--- config.mk ---
export PLATFORM = sky130hd
export DESIGN_NAME = player_mover
export DESIGN_NICKNAME = d
export VERILOG_FILES = /design/src/rtl/player_mover.sv
export SDC_FILE = /design/constraint.sdc
export NUM_CORES = 1
export LEC_CHECK = 0
export CAP_MARGIN = 20
export CELL_PAD_IN_SITES_DETAIL_PLACEMENT = 1
export CELL_PAD_IN_SITES_GLOBAL_PLACEMENT = 2
export CORE_MARGIN = 2
export CORE_UTILIZATION = 39
export CTS_CLUSTER_DIAMETER = 40
export DETAILED_ROUTE_END_ITERATION = 10
export GPL_ROUTABILITY_DRIVEN = 0
export PLACE_DENSITY = 0.89
export SYNTH_ARGS = -nofsm -noshare
export SYNTH_HDL_FRONTEND = slang
export SYNTH_SLANG_ARGS = --single-unit
--- constraint.sdc ---
create_clock -name clock -period 11.1 [get_ports clock]
set_input_delay 1.11 -clock clock [delete_from_list [all_inputs] [get_ports clock]]
set_output_delay 1.11 -clock clock [all_outputs]
set_load 0.005 [all_outputs]
--- src/rtl/player_mover.sv ---
// player_mover: maze player FSM with memory-checked moves, cooldown and exit detection
module player_mover #(
  parameter int WIDTH = 30,
  parameter int HEIGHT = 40,
  parameter int MOVE_DELAY = 5000000,
  parameter int START_X = 1,
  parameter int START_Y = 1
) (
  input  logic        clock,
  input  logic        globalReset,
  input  logic        maze_valid,
  input  logic        timer_end,
  input  logic [3:0]  direction,
  output logic [10:0] maze_addr,
  input  logic        maze_data,
  output logic [7:0]  player_x,
  output logic [7:0]  player_y,
  output logic        exit_reached,
  output logic        regen_req,
  output logic [7:0]  mazes_complete,
  output logic        busy
);
  localparam int CW = $clog2(MOVE_DELAY + 1);
  localparam logic [CW-1:0] CD = CW'(MOVE_DELAY - 1);
  localparam logic [7:0] SX = 8'(START_X);
  localparam logic [7:0] SY = 8'(START_Y);
  localparam logic [7:0] EX = 8'(WIDTH - 2);
  localparam logic [7:0] EY = 8'(HEIGHT - 1);
  localparam logic [8:0] W9 = 9'(WIDTH);
  localparam logic [8:0] H9 = 9'(HEIGHT);
  typedef enum logic [2:0] {IDLE, WAIT_CMD, CALC, READ, CHECK, COOLDOWN} state_t;
  state_t state;
  logic [3:0] dir;
  logic [7:0] tx, ty;
  logic [8:0] nx, ny;
  logic [CW-1:0] cnt;
  logic pend, need_low;
  function automatic logic [10:0] addr_of(input logic [7:0] x, input logic [7:0] y);
    return 11'(x) + 11'(WIDTH) * 11'(y);
  endfunction
  // one step along the latched direction; a step below zero wraps to 9'h1FF and fails the bound check
  always_comb begin
    nx = {1'b0, player_x} + 9'(dir[3]) - 9'(dir[2]);
    ny = {1'b0, player_y} + 9'(dir[1]) - 9'(dir[0]);
  end
  assign maze_addr = (state == READ || state == CHECK) ? addr_of(tx, ty) : addr_of(player_x, player_y);
  assign busy = state != WAIT_CMD;
  // main FSM: reset first, then game-over freeze, then maze-loss abort, then normal stepping
  always_ff @(posedge clock) begin
    exit_reached <= 1'b0;
    regen_req <= 1'b0;
    if (!maze_valid) need_low <= 1'b0;
    if (!globalReset) begin
      state <= IDLE;
      player_x <= SX;
      player_y <= SY;
      tx <= SX;
      ty <= SY;
      dir <= '0;
      mazes_complete <= '0;
      cnt <= '0;
      pend <= 1'b0;
      need_low <= 1'b0;
    end else if (timer_end) begin
      state <= IDLE;
      pend <= 1'b0;
    end else if (state != IDLE && !maze_valid) begin
      state <= IDLE;
      player_x <= SX;
      player_y <= SY;
      pend <= 1'b0;
    end else begin
      case (state)
        IDLE: if (maze_valid && !need_low) state <= WAIT_CMD;
        WAIT_CMD: if (|direction) begin
          dir <= direction & (~direction + 4'd1);
          state <= CALC;
        end
        CALC: if (nx < W9 && ny < H9) begin
          tx <= nx[7:0];
          ty <= ny[7:0];
          state <= READ;
        end else state <= WAIT_CMD;
        READ: state <= CHECK;
        CHECK: if (maze_data) begin
          player_x <= tx;
          player_y <= ty;
          pend <= tx == EX && ty == EY;
          cnt <= CD;
          state <= COOLDOWN;
        end else state <= WAIT_CMD;
        COOLDOWN: if (pend) begin
          pend <= 1'b0;
          exit_reached <= 1'b1;
          regen_req <= 1'b1;
          mazes_complete <= mazes_complete == 8'd99 ? 8'd99 : mazes_complete + 8'd1;
          player_x <= SX;
          player_y <= SY;
          need_low <= 1'b1;
          state <= IDLE;
        end else if (cnt == '0) state <= WAIT_CMD;
        else cnt <= cnt - 1'b1;
        default: state <= IDLE;
      endcase
    end
  end
endmodule

; Yosys cells after proc, flatten, opt, wreduce, memory -nomap -nowiden
; Index checks and enable logic that the tools add are counted.
[classes]
n_bitwise = 6
magnitude_cmp = 2
n_eq_ne = 17
mul = 2
muxes = 28
n_addsub = 9
reduce_logical = 22
[ops]
columns = operator, n
row1 = $mux 23, 3
row2 = $mux 8, 6
row3 = $pmux 23 s2, 1
row4 = $pmux 8 s2, 2
row5 = $logic_not 23->1, 1
row6 = $sub 23x1->23 const B, 1
row7 = $add 8x11->11, 2
row8 = $mul 4x8->10 const A, 2
row9 = $add 8x1->9, 2
row10 = $pmux 3 s6, 1
row11 = $sub 9x1->9, 2
row12 = $reduce_and 4->1, 4
row13 = $mux 3, 5
row14 = $mux 11, 1
row15 = $ne 2x2->1 const B, 5
row16 = $lt 9x5->1 const B, 1
row17 = $lt 9x6->1 const B, 1
row18 = $add 8x1->8 const B, 1
row19 = $eq 8x5->1 const B, 1
row20 = $eq 8x6->1 const B, 1
row21 = $eq 8x7->1 const B, 1
row22 = $reduce_or 4->1, 2
row23 = $mux 1, 7
row24 = $eq 3x2->1 const B, 2
row25 = other kinds (21), 31
[totals]
input_bits = 9
out_inout_bits = 38
reg_bits = 73
word_cells = 97

; Depth between registers and ports, before layout
[logic_depth]
ltp_word = 6
mapped_depth = 15
ltp_nobuf = 15

; Least setup slack after synthesis
; Ideal clock, no wire load.
[synth_timing]
path_kind = reg2out
start = register player_y[1]
end = output maze_addr[10]
path_buffers = 0
setup_slack_ps = 6633
t_arrival_ps = 3357
required_time_ps = 9990
path_stages_with_launch = 14
cell_sequence = dfxtp_1 -> inv_1 -> fa_1 -> fa_1 -> inv_1 -> ha_1 -> nor2b_1 -> o31a_1 -> a21oi_1 -> ha_1 -> o41ai_1 -> nor3b_1 -> xnor2_1 -> mux2i_1
[synth_via]
elab_chain_len = 3
[synth_lines]
columns = item, line_no
row1 = from (decl), 17  ; output logic [7:0] player_y,
row2 = from (signal assigned), 87  ; player_y <= ty;
row3 = $mul 4x8->10, 39  ; return 11'(x) + 11'(WIDTH) * 11'(y);
row4 = $add 8x11->11, 39
row5 = $mux 11, 46  ; assign maze_addr = (state == READ || state == CHECK) ? addr_of(tx, ty) : addr_of(player_x, player_y);
row6 = to (decl), 14  ; output logic [10:0] maze_addr,
; No other way between the ends.

; Final worst setup path
[layout_timing]
start = register ty[5]
end = output maze_addr[10]
[layout_via]
elab_chain_len = 3
[layout_lines]
columns = item, line_no
row1 = from (decl), 34  ; logic [7:0] tx, ty;
row2 = from (signal assigned), 81  ; ty <= ny[7:0];
row3 = $mul 4x8->10, 39
row4 = $add 8x11->11, 39
row5 = $mux 11, 46
; No other way between the ends.

==> flow_summary.html <==
<table>
<tr><th>Metric</th><th>Value</th></tr>
<tr><th colspan="2">Synth</th></tr>
<tr><td>Post-synth ARST share</td><td>0%</td></tr>
<tr><td>Adder-cell share of the synthesized area</td><td>between 20% and 30%</td></tr>
<tr><td>Flop and latch count out of synthesis</td><td>73</td></tr>
<tr><td>Count of yosys warnings during synthesis</td><td>0</td></tr>
<tr><td>Synthesized area</td><td>0.00604 sq mm</td></tr>
<tr><td>Number of unique standard cell types used by synthesis</td><td>between 50 and 60</td></tr>
<tr><td>Cell accounting for the most synthesized area</td><td>sky130_fd_sc_hd__dfxtp_1</td></tr>
<tr><td>Largest family of logic cells by synthesized area</td><td>adder cells</td></tr>
<tr><td>Synthesized-area fraction occupied by xor and xnor cells</td><td>about 7.1%</td></tr>
<tr><td>Total nets after synthesis</td><td>~840</td></tr>
<tr><td>Mux share of post-synthesis cell area</td><td>approximately 1.6%</td></tr>
<tr><td>Simple-Gate Fraction of Synth Area</td><td>a little over a fifth</td></tr>
<tr><td>Number of flops mapped to enable cells by yosys</td><td>0</td></tr>
<tr><td>Synthesized-area fraction occupied by ao, oa, aoi and oai cells</td><td>18.8%</td></tr>
<tr><td>Number of cells produced by synthesis</td><td>741</td></tr>
<tr><td>Synthesized area divided by synthesized cell count</td><td>8.15 sq um</td></tr>
<tr><td>Seq/Total Area, Yosys</td><td>around 24%</td></tr>
<tr><td>Area share of the largest cell type after synthesis</td><td>24.2%</td></tr>
<tr><td>Largest cells by area after synthesis</td><td>sky130_fd_sc_hd__dfxtp_1 24%, sky130_fd_sc_hd__ha_1 12%, sky130_fd_sc_hd__fa_1 9.9%</td></tr>
<tr><td>Most frequently used flop master after synthesis</td><td>sky130_fd_sc_hd__dfxtp_1</td></tr>
<tr><th colspan="2">Hold path</th></tr>
<tr><td>Hold Path Cell Cnt</td><td>2</td></tr>
<tr><td>Tightest Hold Check Type</td><td>register to register</td></tr>
<tr><td>Worst Hold Launch</td><td>dir[1]$_SDFFE_PN0P_</td></tr>
<tr><th colspan="2">Worst setup path</th></tr>
<tr><td>Data arrival time of the critical path</td><td>between 4 and 5 ns</td></tr>
<tr><td>Data required time at the worst endpoint</td><td>about 10 ns</td></tr>
<tr><td>Crit path kind</td><td>register to output pin</td></tr>
<tr><td>Critical path startpoint</td><td>ty[5]$_SDFFE_PN0P_</td></tr>
<tr><td>Reg-to-reg startpoint</td><td>dir[3]$_SDFFE_PN0P_</td></tr>
<tr><td>Nature of the critical path startpoint</td><td>register</td></tr>
<tr><td>Endpoint class of the critical path</td><td>output pin</td></tr>
<tr><td>R2R cell count</td><td>12</td></tr>
<tr><td>Maximum net fanout on the critical path</td><td>6</td></tr>
<tr><th colspan="2">Routing</th></tr>
<tr><td>Routed wire length</td><td>~18 mm</td></tr>
<tr><td>Iteration-0 DRC count of the detailed router</td><td>approximately 200</td></tr>
<tr><td>Initial DRT Pass Iterations</td><td>5</td></tr>
<tr><td>DRC violation count after routing</td><td>0</td></tr>
<tr><td>Routed wirelength normalized by instance count</td><td>between 15 and 20 um</td></tr>
<tr><td>Detailed-route via count</td><td>5534</td></tr>
<tr><td>Vias per cell</td><td>5.69</td></tr>
<tr><td>Count of nets left with antenna violations after detail routing</td><td>0</td></tr>
<tr><th colspan="2">Cells and area</th></tr>
<tr><td>Area growth, synth to finish</td><td>15.2%</td></tr>
<tr><td>Layout cells sized above 1</td><td>under 10%</td></tr>
<tr><td>Highest-count cells in the layout ignoring fill and taps</td><td>73 x sky130_fd_sc_hd__dfxtp_1, 69 x sky130_fd_sc_hd__a21oi_1, 67 x sky130_fd_sc_hd__inv_1</td></tr>
<tr><td>Layout net count</td><td>876</td></tr>
<tr><td>Antenna fix cells</td><td>0</td></tr>
<tr><td>Most common cell after layout, fill and taps aside</td><td>sky130_fd_sc_hd__dfxtp_1</td></tr>
<tr><td>Fill cell count</td><td>around 1900</td></tr>
<tr><td>Utilization after layout</td><td>a little under half</td></tr>
<tr><th colspan="2">Clock tree</th></tr>
<tr><td>Source-to-sink clock delay at the later pin of the worst-skew pair</td><td>0.34 ns</td></tr>
<tr><td>Hold buffer count at CTS</td><td>0</td></tr>
<tr><td>Number of buffers inserted during clock tree synthesis</td><td>9</td></tr>
<tr><td>Clock tree from TritonCTS</td><td>yes</td></tr>
<tr><td>Number of clock sinks</td><td>73</td></tr>
<tr><td>Total number of H-tree levels</td><td>3</td></tr>
<tr><td>Buffer levels on the longest clock path</td><td>2</td></tr>
<tr><td>Clock-pin slew on the worst setup and hold paths</td><td>approximately 0.060 ns</td></tr>
<tr><td>Number of instances resized during post-cts repair</td><td>0</td></tr>
<tr><td>Buffers inserted during post-CTS setup optimization</td><td>0</td></tr>
<tr><td>Cell chosen for the clock root</td><td>sky130_fd_sc_hd__clkbuf_16</td></tr>
<tr><th colspan="2">STA</th></tr>
<tr><td>Final worst clock skew</td><td>roughly 0.0070 ns</td></tr>
<tr><td>Final-report setup violation count</td><td>0</td></tr>
<tr><td>Share of the cycle needed by the critical path after routing</td><td>between 50% and 60%</td></tr>
<tr><td>Fin Setup TNS</td><td>0 ns</td></tr>
<tr><td>Post-route minimum period</td><td>5.62 ns</td></tr>
<tr><td>Worst relative slew slack</td><td>a little over two fifths</td></tr>
<tr><td>RSZ-0062 raised after global routing</td><td>false</td></tr>
<tr><td>Number of slew-limit violations in the final report</td><td>0</td></tr>
<tr><td>Number of hold violations in the final report</td><td>0</td></tr>
<tr><td>Maximum operating frequency</td><td>between 150 and 200 MHz</td></tr>
<tr><td>Slew at the pin closest to its max-slew limit</td><td>0.845 ns</td></tr>
<tr><th colspan="2">GRT</th></tr>
<tr><td>Largest net degree at the start of global routing</td><td>33</td></tr>
<tr><td>Initial antenna violation count</td><td>0</td></tr>
<tr><td>GRT Total Usage</td><td>a little under a quarter</td></tr>
<tr><td>Wire length of the first global-routing pass</td><td>29.7 mm</td></tr>
<tr><td>Via count of the first global-routing pass</td><td>around 5900</td></tr>
<tr><td>GR Overflow Total</td><td>0</td></tr>
<tr><th colspan="2">Floorplan</th></tr>
<tr><td>CORE AREA</td><td>0.0151 sq mm</td></tr>
<tr><td>Die Y-Extent</td><td>128 um</td></tr>
<tr><td>Die W</td><td>about 130 um</td></tr>
<tr><td>I/O pin count</td><td>between 40 and 50</td></tr>
<tr><td>Effective utilization at floorplan</td><td>39.9%</td></tr>
<tr><td>Floorplan die area</td><td>between 0.015 and 0.02 sq mm</td></tr>
<tr><td>Row count</td><td>45</td></tr>
<tr><th colspan="2">Run</th></tr>
<tr><td>Count of maximum capacitance violations</td><td>0</td></tr>
<tr><th colspan="2">Pwr</th></tr>
<tr><td>Total power per unit cell area</td><td>81.4 mW/mm^2</td></tr>
<tr><td>Static leakage power</td><td>2.78 nW</td></tr>
<tr><td>Peak supply drop</td><td>approximately 78 uV</td></tr>
<tr><th colspan="2">Place</th></tr>
<tr><td>Number of buffers inserted by port buffering</td><td>46</td></tr>
<tr><td>Detailed placement HPWL</td><td>around 14 mm</td></tr>
<tr><th colspan="2">Run status</th></tr>
<tr><td>Result of the run</td><td>finished, final reports clean</td></tr>
</table>
cells by family (layout without fill, tap and decap cells):
logic type,Yosys count,in the layout
and+or+nand+nor,246,246
AOI/OAI and AO/OA,186,186
buffers and inverters,91,134
adders and majority gates,87,87
DFF,73,73
xor gates and xnor gates,49,49
muxes,9,9
stage by stage:
stage / total power [mW] / setup WS (ns) / instance area (sq um) / hold WS (ns) / instances
after global routing: 0.587 / 5.13 / 6950 / 0.525 / 972
after CTS: 0.570 / 5.43 / 6950 / 0.487 / 971
after detailed placement: 0.298 / 5.81 / 6680 / 0.473 / 956
after floorplan: 0.287 / 6.63 / 6040 / 0.437 / 741
after global placement: 0.297 / 5.94 / 6680 / 0.454 / 956
final: 0.566 / 5.48 / 6950 / 0.482 / 972
routing by layer:
layer / vias up / GRT usage (%) / wire length, um
met1: 2698 / 29.3 / 8220
li1: 2698 / - / -
met3: 28 / 3.37 / 554
met4: 0 / 8.02 / 461
met5: - / 0 / 0
met2: 110 / 38.4 / 8570
area by class of cell:
| type | count | area (sq um) | share of cell area (%) |
|---|---|---|---|
| clock inverters | 5 | 32.5 | 0.468 |
| flip-flops and latches | 73 | 1460 | 21.0 |
| inverters | 67 | 251 | 3.62 |
| well taps | 188 | 235 | 3.38 |
| multi-input cells | 577 | 4230 | 60.8 |
| repair buffers | 52 | 505 | 7.27 |
| clock buffers | 10 | 239 | 3.44 |
final timing paths:
path                              end  slack [ns]
setup / recovery        maze_addr[10]        5.48
setup reg to reg   ty[2]$_SDFFE_PN0P_        7.38
hold reg to reg   dir[1]$_SDFFE_PN0P_        0.48
hold / removal    dir[1]$_SDFFE_PN0P_        0.48
synth_stat cells, types with 4 or more instances:
master / n
sky130_fd_sc_hd__clkbuf_1: 22
sky130_fd_sc_hd__and2_1: 4
sky130_fd_sc_hd__nor3_1: 21
sky130_fd_sc_hd__xnor2_1: 26
sky130_fd_sc_hd__fa_1: 30
sky130_fd_sc_hd__nand2_1: 43
sky130_fd_sc_hd__and3_1: 9
sky130_fd_sc_hd__mux2_2: 4
sky130_fd_sc_hd__a211oi_1: 10
sky130_fd_sc_hd__or4_1: 4
sky130_fd_sc_hd__o21ai_0: 45
sky130_fd_sc_hd__nand4_1: 15
sky130_fd_sc_hd__mux2i_1: 5
sky130_fd_sc_hd__or3_1: 6
sky130_fd_sc_hd__o31ai_1: 9
sky130_fd_sc_hd__nand2b_1: 5
sky130_fd_sc_hd__inv_1: 67
sky130_fd_sc_hd__nor3b_1: 5
sky130_fd_sc_hd__a21oi_1: 69
sky130_fd_sc_hd__dfxtp_1: 73
sky130_fd_sc_hd__nor2_1: 65
sky130_fd_sc_hd__o21a_1: 9
sky130_fd_sc_hd__xor2_1: 23
sky130_fd_sc_hd__nand3_1: 28
sky130_fd_sc_hd__nor2b_1: 11
sky130_fd_sc_hd__a31oi_1: 4
sky130_fd_sc_hd__a21o_1: 11
sky130_fd_sc_hd__ha_1: 57
sky130_fd_sc_hd__nor4_1: 14
power breakdown:
group | total (mW) | switching, mW | leakage [nW] | internal, mW
clock network | 0.273 | 0.117 | 0.138 | 0.156
registers | 0.264 | 0.00177 | 0.588 | 0.263
logic | 0.0290 | 0.0194 | 2.05 | 0.00959
critical path, stage by stage (launching register included):
cell                              delay [ns]
sky130_fd_sc_hd__dfxtp_1                0.48
sky130_fd_sc_hd__inv_1                  0.18
sky130_fd_sc_hd__fa_1                   0.49
sky130_fd_sc_hd__fa_1                   0.52
sky130_fd_sc_hd__inv_1                  0.04
sky130_fd_sc_hd__ha_1                   0.32
sky130_fd_sc_hd__o21a_1                 0.16
sky130_fd_sc_hd__o31a_1                 0.17
sky130_fd_sc_hd__a21oi_1                0.06
sky130_fd_sc_hd__ha_1                   0.34
sky130_fd_sc_hd__nor2_1                 0.06
sky130_fd_sc_hd__nor2_1                 0.11
sky130_fd_sc_hd__o41a_1                 0.21
sky130_fd_sc_hd__nand3_1                0.12
sky130_fd_sc_hd__xor2_1                 0.20
sky130_fd_sc_hd__mux2i_1                0.17
sky130_fd_sc_hd__clkdlybuf4s50_1        0.53
flip-flops by register name, summed over array words and instances (netlist names):
signal          count
cnt                23
mazes_complete      8
player_x            8
player_y            8
tx                  8
ty                  8
dir                 4
state               3
need_low            1
pend                1
regen_req           1
No activity file was read; power rests on OpenSTA's default activity.
==> RTL change: new RTL, same flow settings <==
Register the outputs `maze_addr` and `busy`, without a reset; this adds one clock of latency there. The other outputs are not delayed to match.
--- a/src/rtl/player_mover.sv
+++ b/src/rtl/player_mover.sv
@@ -44,6 +44,8 @@
     ny = {1'b0, player_y} + 9'(dir[1]) - 9'(dir[0]);
   end
-  assign maze_addr = (state == READ || state == CHECK) ? addr_of(tx, ty) : addr_of(player_x, player_y);
-  assign busy = state != WAIT_CMD;
+  always_ff @(posedge clock) begin
+    maze_addr <= (state == READ || state == CHECK) ? addr_of(tx, ty) : addr_of(player_x, player_y);
+    busy      <= state != WAIT_CMD;
+  end
   // main FSM: reset first, then game-over freeze, then maze-loss abort, then normal stepping
   always_ff @(posedge clock) begin
Function: changed (Yosys sat finds a counterexample within 4 cycles, from zero or initial values and one cycle with globalReset low).
==> RTL change against the unedited design <==
  * Critical path type is now reg2reg
  * Via count is 2.8% lower
  * Area after synthesis increased by 5.6%
  * Sequential cell count up 12
  * Count of clock-buffer cells in the layout is 1 lower
  * Highest routed layer unchanged
  * Routed wire length down 3.7%
  * Setup slack better by 1.7 ns
  * Final area grew 6.5%
  * Largest power group unchanged
  * Critical path depth is 2 lower
  * Total power is 23% higher
  * Clock power rose by 34%
==> RTL change: results (changes against the unedited design) <==
[setup_path]
ff2ff_path_depth=14  ; +2
r2r-start=player_y[3]
critPathArrivalTime_ns=4.13  ; -0.38 ns
path_max_fanout=5  ; -1
r2r-end=maze_addr[9]

[synth]
synthTopCellsByArea=dfxtp_1 27%, ha_1 11%, fa_1 9.4%
yosysSeqAreaShare_pct=26.7  ; +2.5 points
ys_top_cells_by_count=85 x dfxtp_1, 68 x inv_1, 66 x nor2_1, 60 x nand2_1, 57 x ha_1
synthXorXnorAreaFrac_pct=7.56  ; +0.45 points
synth.area.mux_share_pct=3.24  ; +1.7 points
ys_types=72  ; +24%
async_flop_share_pct=0  ; unchanged
syn_avg_cell_area_um2=8.65  ; +6.1%
synth_fa_ha_area_share_pct=20.6  ; -1.1 points
synth_compound_area_share_pct=15.7  ; -3.1 points
synth.net_count=833  ; -0.48%

[timing]
slew_headroom_pct=27.2  ; -16 points
fin_skew_ns=0.0128  ; +0.00578 ns
hold_slack_ns=0.464  ; -0.0174 ns

[detailed_routing]
drt-met1-wl_mm=7.91  ; -3.8%
wl_met2_mm=8.40  ; -2.0%
wl_per_cell_um=17.2  ; -6.0%
dr.pass1.iters=4  ; -1
wl_met3_um=423  ; -24%
highest_layer=met4
drt_iter0_markers=209  ; +3.0%
drt-total-wl_mm=17.1  ; -3.7%
drc_errors=0  ; unchanged
vias_per_cell=5.40  ; -5.1%

[place]
preCtsSetupSlack_ns=7.15  ; +1.34 ns
placedCellCount=978  ; +2.3%
placed_area_mm2=0.00703  ; +5.3%
dp_hpwl_mm=13.1  ; -3.8%

[finish]
drive_above_1_share_pct=5.13  ; +1.2 points
utilization_pct=46.5  ; +0.56 points
nFillCells=1897  ; +1.4%
largestRegisters=cnt: 23 flops, maze_addr: 11 flops
final_nets=871  ; -0.57%

[global_route]
grt.total_usage_pct=20.2  ; -2.3 points
grt_pass1_vias=5657  ; -3.9%
grt_first_pass_wirelength_mm=28.6  ; -3.8%
grt_max_degree=71  ; +120%

[clocking]
cts_made_buffers=9  ; unchanged
clk_latency_ns=0.36  ; +0.02 ns
post-cts-setup-buffers=0  ; unchanged

[run_status]
outcome=finished clean

[min_path]
holdPathEnd=cnt[22]
worstHoldStart=cnt[22]

[pwr]
ir_drop_v=0.0000748  ; -4.4%
leakagePower_nw=2.94  ; +5.9%

## RTL change: cell count changes after synthesis, sizes merged, moves of 4 or more
cell,unedited run,this run
mux2i,5,15
o31ai,9,2
nor2b,11,16
o21ai,46,31
nand4,15,7
a21o,11,16
dfxtp,73,85
nand2,43,60
or4,6,2
a21oi,69,27
a21boi,3,24
a211oi,10,5
and3,9,3
## RTL change: report_power, final
group          switching, mW  internal (mW)  total, mW
clock                  0.141          0.223      0.365
combinational         0.0144        0.00952     0.0239
sequential           0.00136          0.305      0.307
total                  0.157          0.538      0.695
## RTL change: worst max path at each step
stage                   end  cells past startpoint        start  slack, ns
2_1_floorplan  maze_addr[9]                     14  player_y[1]       7.57
3_3_place_gp          tx[6]                     12       dir[1]       7.26
3_5_place_dp          tx[7]                     12       dir[1]       7.15
4_1_cts               tx[7]                     12       dir[1]       7.12
5_1_grt        maze_addr[8]                     13  player_y[5]       7.00
6_report       maze_addr[9]                     14  player_y[3]       7.21
## RTL change: final cells by class
type | count | share of cell area, %
well taps | 216 | 3.65
inverters | 68 | 3.44
clock inverters | 7 | 1.71
multi-input cells | 560 | 58.3
flip-flops and latches | 85 | 23.0
clock buffers | 9 | 3.04
repair buffers | 51 | 6.87
## RTL change: cells by family after synthesis
family | Yosys count
muxes | 20
DFF | 85
buffers and inverters | 92
adders and majority gates | 87
xor gates and xnor gates | 55
AOI/OAI and AO/OA | 144
and+or+nand+nor | 254
## RTL change: critical path: stages, from the launching register on
cell and delay, ns:
dfxtp_1 0.47, inv_1 0.18, fa_1 0.50, fa_1 0.53, inv_1 0.05, ha_1 0.33, nor2b_1 0.16, o31a_1 0.28
a21oi_1 0.15, ha_1 0.28, o21a_1 0.12, o31a_1 0.11, o21ai_0 0.22, xnor2_1 0.13, mux2_2 0.27
## RTL change: per-layer routing
metal  GRT usage, %  vias up
li1               -     2630
met1           25.8     2652
met2           35.0       68
met3           2.81       29
met4           7.31        0
met5              0        -
